### src/rtl/baud_gen_frac_if.sv
// baud_gen_frac_if: control/tick bundle between the register block, the UART
// engines and the fractional baud generator.
//   master : drives enable/sync/div_load/div_int/div_frac, reads the ticks
//   slave  : the generator; reads controls, drives os_tick/baud_tick/
//            mid_tick/os_phase
interface baud_gen_frac_if #(
  parameter int CNT_W  = 16,
  parameter int FRAC_W = 4,
  parameter int PH_W   = 4
);
  logic              enable;
  logic              sync;
  logic              div_load;
  logic [CNT_W-1:0]  div_int;
  logic [FRAC_W-1:0] div_frac;
  logic              os_tick;
  logic              baud_tick;
  logic              mid_tick;
  logic [PH_W-1:0]   os_phase;

  modport master (
    output enable, sync, div_load, div_int, div_frac,
    input  os_tick, baud_tick, mid_tick, os_phase
  );

  modport slave (
    input  enable, sync, div_load, div_int, div_frac,
    output os_tick, baud_tick, mid_tick, os_phase
  );
endinterface

### src/rtl/baud_gen_frac.sv
// baud_gen_frac: runtime-programmable fractional baud-rate generator.
// Produces a one-cycle oversample tick every act_int (+carry) clocks, a bit
// tick on every OVERSAMPLE-th oversample tick and a mid-bit tick on the
// (OVERSAMPLE/2)-th. sync or enable low restart the bit phase.
// Ports:
//   clk      system clock
//   reset_n  asynchronous active-low reset
//   bus      baud_gen_frac_if.slave (enable, sync, div_load, div_int,
//            div_frac in; os_tick, baud_tick, mid_tick, os_phase out)
// Build option: define BAUD_GEN_FRAC_EN to include the fractional
// accumulator; without it the period is act_int exactly and div_frac is
// ignored.
module baud_gen_frac #(
  parameter  int CNT_W      = 16,
  parameter  int FRAC_W     = 4,
  parameter  int OVERSAMPLE = 16,
  parameter  int DEF_INT    = 54,
  parameter  int DEF_FRAC   = 4,
  localparam int PH_W       = $clog2(OVERSAMPLE)
) (
  input  logic           clk,
  input  logic           reset_n,
  baud_gen_frac_if.slave bus
);
  localparam logic [PH_W-1:0] PH_LAST = PH_W'(OVERSAMPLE - 1);
  localparam logic [PH_W-1:0] PH_PMID = PH_W'(OVERSAMPLE / 2 - 1);

  logic [CNT_W-1:0] cnt, act_int, pend_int, eff_int;
  logic [CNT_W:0]   period;
  logic [PH_W-1:0]  os_phase;
  logic             os_tick, baud_tick, mid_tick;
  logic             run, bnd;

  // sync and enable-low both act as "hold in restart"
  assign run     = bus.enable && !bus.sync;
  assign eff_int = (act_int == '0) ? CNT_W'(1) : act_int;

`ifdef BAUD_GEN_FRAC_EN
  logic [FRAC_W-1:0] acc, act_frac, pend_frac;
  logic              carry;

  assign period = {1'b0, eff_int} + (CNT_W+1)'(carry);

  // carry computed on a boundary stretches the following period by one
  always_ff @(posedge clk or negedge reset_n) begin
    if (!reset_n) begin
      acc       <= '0;
      carry     <= 1'b0;
      act_frac  <= FRAC_W'(DEF_FRAC);
      pend_frac <= FRAC_W'(DEF_FRAC);
    end else begin
      if (!run) begin
        acc   <= '0;
        carry <= 1'b0;
      end else if (bnd) begin
        {carry, acc} <= {1'b0, acc} + {1'b0, act_frac};
      end
      if (bus.div_load) pend_frac <= bus.div_frac;
      if (bus.div_load && !run) act_frac <= bus.div_frac;
      else if (run && bnd)      act_frac <= pend_frac;
    end
  end
`else
  assign period = {1'b0, eff_int};
  wire unused_frac = ^{bus.div_frac, FRAC_W'(DEF_FRAC)};
`endif

  assign bnd = ({1'b0, cnt} == period - (CNT_W+1)'(1));

  always_ff @(posedge clk or negedge reset_n) begin
    if (!reset_n) begin
      cnt       <= '0;
      os_phase  <= '0;
      os_tick   <= 1'b0;
      baud_tick <= 1'b0;
      mid_tick  <= 1'b0;
      act_int   <= CNT_W'(DEF_INT);
      pend_int  <= CNT_W'(DEF_INT);
    end else begin
      os_tick   <= 1'b0;
      baud_tick <= 1'b0;
      mid_tick  <= 1'b0;
      if (!run) begin
        cnt      <= '0;
        os_phase <= '0;
      end else if (bnd) begin
        cnt       <= '0;
        os_tick   <= 1'b1;
        baud_tick <= (os_phase == PH_LAST);
        mid_tick  <= (os_phase == PH_PMID);
        os_phase  <= (os_phase == PH_LAST) ? '0 : os_phase + PH_W'(1);
      end else begin
        cnt <= cnt + CNT_W'(1);
      end
      // pending divisor swaps in only on a boundary, so a running period is
      // never cut short; while held it takes effect at once
      if (bus.div_load) pend_int <= bus.div_int;
      if (bus.div_load && !run) act_int <= bus.div_int;
      else if (run && bnd)      act_int <= pend_int;
    end
  end

  assign bus.os_tick   = os_tick;
  assign bus.baud_tick = baud_tick;
  assign bus.mid_tick  = mid_tick;
  assign bus.os_phase  = os_phase;
endmodule

### src/flat_wrapper.sv
// flat-port wrapper written by rule: the top's interface ports become plain ports
module baud_gen_frac_flat 
#(
  parameter  int CNT_W      = 16,
  parameter  int FRAC_W     = 4,
  parameter  int OVERSAMPLE = 16,
  parameter  int DEF_INT    = 54,
  parameter  int DEF_FRAC   = 4,
  localparam int PH_W       = $clog2(OVERSAMPLE)
)
  (clk, reset_n, bus_enable, bus_sync, bus_div_load, bus_div_int, bus_div_frac, bus_os_tick, bus_baud_tick, bus_mid_tick, bus_os_phase);
  baud_gen_frac_if #(.CNT_W(CNT_W), .FRAC_W(FRAC_W), .PH_W(4)) bus_i ();
  input  logic clk;
  input  logic reset_n;
  input wire logic [$bits(bus_i.enable)-1:0] bus_enable;
  input wire logic [$bits(bus_i.sync)-1:0] bus_sync;
  input wire logic [$bits(bus_i.div_load)-1:0] bus_div_load;
  input wire logic [$bits(bus_i.div_int)-1:0] bus_div_int;
  input wire logic [$bits(bus_i.div_frac)-1:0] bus_div_frac;
  output wire logic [$bits(bus_i.os_tick)-1:0] bus_os_tick;
  output wire logic [$bits(bus_i.baud_tick)-1:0] bus_baud_tick;
  output wire logic [$bits(bus_i.mid_tick)-1:0] bus_mid_tick;
  output wire logic [$bits(bus_i.os_phase)-1:0] bus_os_phase;
  assign bus_i.enable = bus_enable;
  assign bus_i.sync = bus_sync;
  assign bus_i.div_load = bus_div_load;
  assign bus_i.div_int = bus_div_int;
  assign bus_i.div_frac = bus_div_frac;
  assign bus_os_tick = bus_i.os_tick;
  assign bus_baud_tick = bus_i.baud_tick;
  assign bus_mid_tick = bus_i.mid_tick;
  assign bus_os_phase = bus_i.os_phase;
  baud_gen_frac #(.CNT_W(CNT_W), .FRAC_W(FRAC_W), .OVERSAMPLE(OVERSAMPLE), .DEF_INT(DEF_INT), .DEF_FRAC(DEF_FRAC)) u_core (.clk(clk), .reset_n(reset_n), .bus(bus_i));
endmodule
### config.mk
export PLATFORM = sky130hd
export DESIGN_NAME = baud_gen_frac_flat
export DESIGN_NICKNAME = d
export VERILOG_FILES = /design/src/rtl/baud_gen_frac_if.sv /design/src/rtl/baud_gen_frac.sv /design/src/flat_wrapper.sv
export SDC_FILE = /design/constraint.sdc
export NUM_CORES = 1
export LEC_CHECK = 0
export BUFFER_PORTS_ARGS = -buffer_cell sky130_fd_sc_hd__buf_2
export CORE_ASPECT_RATIO = 1.2
export CORE_MARGIN = 2
export CORE_UTILIZATION = 53
export DETAILED_ROUTE_END_ITERATION = 10
export PLACE_DENSITY = 0.83
export SYNTH_ARGS = -nofsm -noshare
export SYNTH_HDL_FRONTEND = slang
export SYNTH_SLANG_ARGS = --single-unit
### constraint.sdc
create_clock -name clk -period 7.6 [get_ports clk]
set_clock_uncertainty 0.05 [all_clocks]
set_input_delay 0 -clock clk [delete_from_list [all_inputs] [get_ports clk]]
set_output_delay 0 -clock clk [all_outputs]
set_load 0.02 [all_outputs]
==> flow_metrics.env <==
export IMPL_run_status="finished clean"
export IMPL_worst_slew_pin_transition_ns=0.936
export IMPL_setup_worst_path_class="reg2reg"
export IMPL_final_cell_mix="dfrtp_1 (47), nor2_1 (35), buf_2 (27)"
export IMPL_yosysTopAreaCellShare=0.373
export IMPL_layout_worst_path_cycle_share=0.574
export IMPL_switchingPower_mw=0.167
export IMPL_synth_flop_cell="dfrtp_1"
export IMPL_synthDominantAreaCellType="dfrtp_1"
export IMPL_cts_buffers_inserted=5
export IMPL_placed_area_mm2=0.00332
export IMPL_path_cells="or4_1 -> nor4_1 -> a21oi_1 -> ha_1 -> nor3b_1 -> a221o_1 -> nand2_1 -> a41oi_1 -> or4_1 -> o31ai_4 -> o221a_1"
export IMPL_avg_cell_area_syn_um2=10.3
export IMPL_fp_dieArea_mm2=0.00659
export IMPL_final_area_mm2=0.00361
export IMPL_setup_tns_ns=0
export IMPL_worst_case_headroom_to_the_max_slew_limit=0.376
export IMPL_synth_area_mm2=0.00316
export IMPL_ys_seq_elements=55
export IMPL_post_drt_wl_per_cell_um=16.0
export IMPL_critical_path_max_fanout=14
export IMPL_area_growth_pct=14.3
export IMPL_min_path_cells=5
export IMPL_drive_gt1_frac=0.238
export IMPL_slew_violations=0
export IMPL_post_cts_resize_count=0
export IMPL_timing_critical_path_max_delay_family="simple AND/OR/NAND/NOR gates"
export IMPL_globalplace_congestion=0.957
export IMPL_timing_critical_path_to_type="register"
export IMPL_most_common_library_cell_in_the_layout_ignoring_fill_and_taps="dfrtp_1"
export IMPL_drc_errors=0
export IMPL_start_util=0.553
export IMPL_sequentialPowerShare=0.535
export IMPL_cp_depth=11
export IMPL_placeableCoreArea_mm2=0.00571
export IMPL_timing_critical_path_mode_cell="or4_1"
export IMPL_totalWireLength_mm=6.80
export IMPL_timing_critical_path_from="u_core.act_int[3]"
export IMPL_cts_sinks=55
export IMPL_critPathMaxStageDelay_ns=0.96
export IMPL_std_cell_rows=30
export IMPL_floorplan_die_width_um=74.5
export IMPL_cts_hold_fix_bufs=17
export IMPL_reg2regPathDepth=11
export IMPL_global_route_wire_length_before_repair_mm=11.6
export IMPL_power_switching_fraction=0.263
export IMPL_io_pins=32
export IMPL_grt_max_degree=56
export IMPL_vias_per_cell=5.90
export IMPL_sequential_element_share_of_the_synthesized_area=0.439
export IMPL_global_route_overflow_total=0
export IMPL_place_detailed_hpwl_mm=4.71
export IMPL_syn_inst=307
export IMPL_yosys_warnings=0
export IMPL_clk_root_buffer_cell="clkbuf_8"
export IMPL_finalHoldViolations=0
export IMPL_ir_drop_mv=0.0982
export IMPL_postCtsSetupBuffers=0
export IMPL_die_ht_um=88.5
export IMPL_clkLatencyLatePin_ns=0.31
export IMPL_setup_repair_after_global_routing_missed_its_margin="false"
export IMPL_drt_iter0_markers=172
export IMPL_clock_tree_buffer_depth=2
export IMPL_grt_antenna_before_repair=0
export IMPL_achievable_frequency_mhz=229
export IMPL_post_layout_nonfiller_instances=424
export IMPL_gr_usage_all_layers=0.229
export IMPL_yosys_top_cells_area="dfrtp_1 (37%), dfstp_2 (6.7%), mux2_2 (5.7%)"
export IMPL_route_antenna_remaining_nets=0
export IMPL_power_report_internal_total_mw=0.470
export IMPL_yosysUniqueCellTypes=53
export IMPL_synthArstFlopShare=1.00
export IMPL_num_antenna_cells=0
export IMPL_syn_num_nets=335
export IMPL_synth_enable_flop_cells=0
export IMPL_dpl_cell_count=399
export IMPL_start_kind="register"
export IMPL_io_buffer_count=27
export IMPL_period_needed_ns=4.37
export IMPL_critical_path_arrival_ns=4.56
export IMPL_clock_share_of_power=0.314
export IMPL_cts_clk_slew_worst_paths_ns=0.10
export IMPL_cp_required_ns=7.79
export IMPL_grt_pass1_vias=2499
export IMPL_first_pass_iters=4
export IMPL_cellPowerDensity_mw_per_mm2=177
export IMPL_crit_slowest_cell="or4_1"
export IMPL_holdCritStartpoint="bus_sync"
export IMPL_timing_hold_worst_class="in2reg"
export IMPL_dr_total_vias=2501
export IMPL_timing_max_cap_violations=0
export IMPL_maximum_level_of_the_cts_h_tree=2
export IMPL_combinational_group_share_of_total_power=0.150
export IMPL_timing_final_setup_violations=0
export IMPL_cts_tree="yes"
export IMPL_leakage_nw=1.43
export IMPL_worst_path_buf_inv=0
export IMPL_design_final_nets=371
export IMPL_worst_r2r_startpoint="u_core.act_int[3]"
export IMPL_fin_util=0.633
==> worst reg2reg max path, cell delays in order (launching register included) <==
cell and delay [ns]:
dfrtp_1 0.46, or4_1 0.70, nor4_1 0.32, a21oi_1 0.16, ha_1 0.27, nor3b_1 0.22
a221o_1 0.33, nand2_1 0.07, a41oi_1 0.07, or4_1 0.96, o31ai_4 0.42, o221a_1 0.26
==> power by group through the flow <==
stage                     Combinational (mW)  Clock (mW)  Sequential (mW)
after floorplan                       0.0708           0            0.335
after global placement                0.0852           0            0.345
after global routing                   0.107       0.214            0.344
after detailed placement              0.0883           0            0.346
final                                 0.0959       0.200            0.341
after CTS                             0.0955       0.204            0.340
==> logic make-up (layout without fill, tap and decap cells) <==
logic type | count (synthesis) | after routing | share of synthesized area
muxes | 17 | 17 | 0.0602
buffers and inverters | 24 | 61 | 0.0376
xor gates and xnor gates | 34 | 34 | 0.0943
DFF | 55 | 55 | 0.439
AOI/OAI and AO/OA | 56 | 56 | 0.153
adders and majority gates | 3 | 3 | 0.0119
and+or+nand+nor | 118 | 118 | 0.203
==> area by class of cell <==
cell class                      count  area (um^2)
Tap cell                           80          100
Clock buffer                        6         82.6
Clock inverter                      2         35.0
Timing Repair Buffer               48          335
Sequential cell                    55         1390
Fill cell                         491         2100
Multi-Input combinational cell    228         1650
Inverter                            5         18.8
==> final timing paths <==
kind,endpoint,slack (ns)
setup / recovery,u_core.act_int[3],3.23
hold / removal,u_core.act_int[1],0.11
min in group asynchronous,u_core.pend_int[8],0.30
max in group asynchronous,u_core.pend_int[6],6.76
setup reg to reg,u_core.act_int[3],3.23
hold reg to reg,u_core.act_int[2],0.46
==> synth_stat cells, types with 6 or more instances <==
library cell	instances
dfstp_2	8
and3_1	9
clkbuf_1	9
dfrtp_1	47
a31oi_1	7
o31ai_2	6
nand3_1	15
a21oi_1	11
mux2_2	16
nor2_1	35
nand2_1	13
xnor2_1	19
nand4_1	10
xor2_1	15
==> sequential cells by signal (all words and copies together), names as in the netlist <==
signal and count:
u_core.act_int 16, u_core.bus.baud_tick 1, u_core.bus.mid_tick 1, u_core.bus.os_phase 4, u_core.bus.os_tick 1, u_core.cnt 16, u_core.pend_int 16
==> metrics by stage <==
| step | hold WS, ns | power [mW] | setup slack (ns) |
|---|---|---|---|
| after global routing | 0.129 | 0.665 | 2.92 |
| after global placement | 0.118 | 0.430 | 3.36 |
| after detailed placement | 0.124 | 0.434 | 3.29 |
| after CTS | 0.108 | 0.639 | 3.25 |
| after floorplan | -0.346 | 0.405 | 3.95 |
| final | 0.112 | 0.637 | 3.23 |
==> per-layer routing <==
layer  up-vias  GRT usage  routed length, um
met5         -          0                  0
met4         0     0.0828                126
met3        13     0.0330                289
met2        67      0.393               3500
met1      1223      0.291               2890
li1       1198          -                  -
No activity file was read; power rests on OpenSTA's default activity.
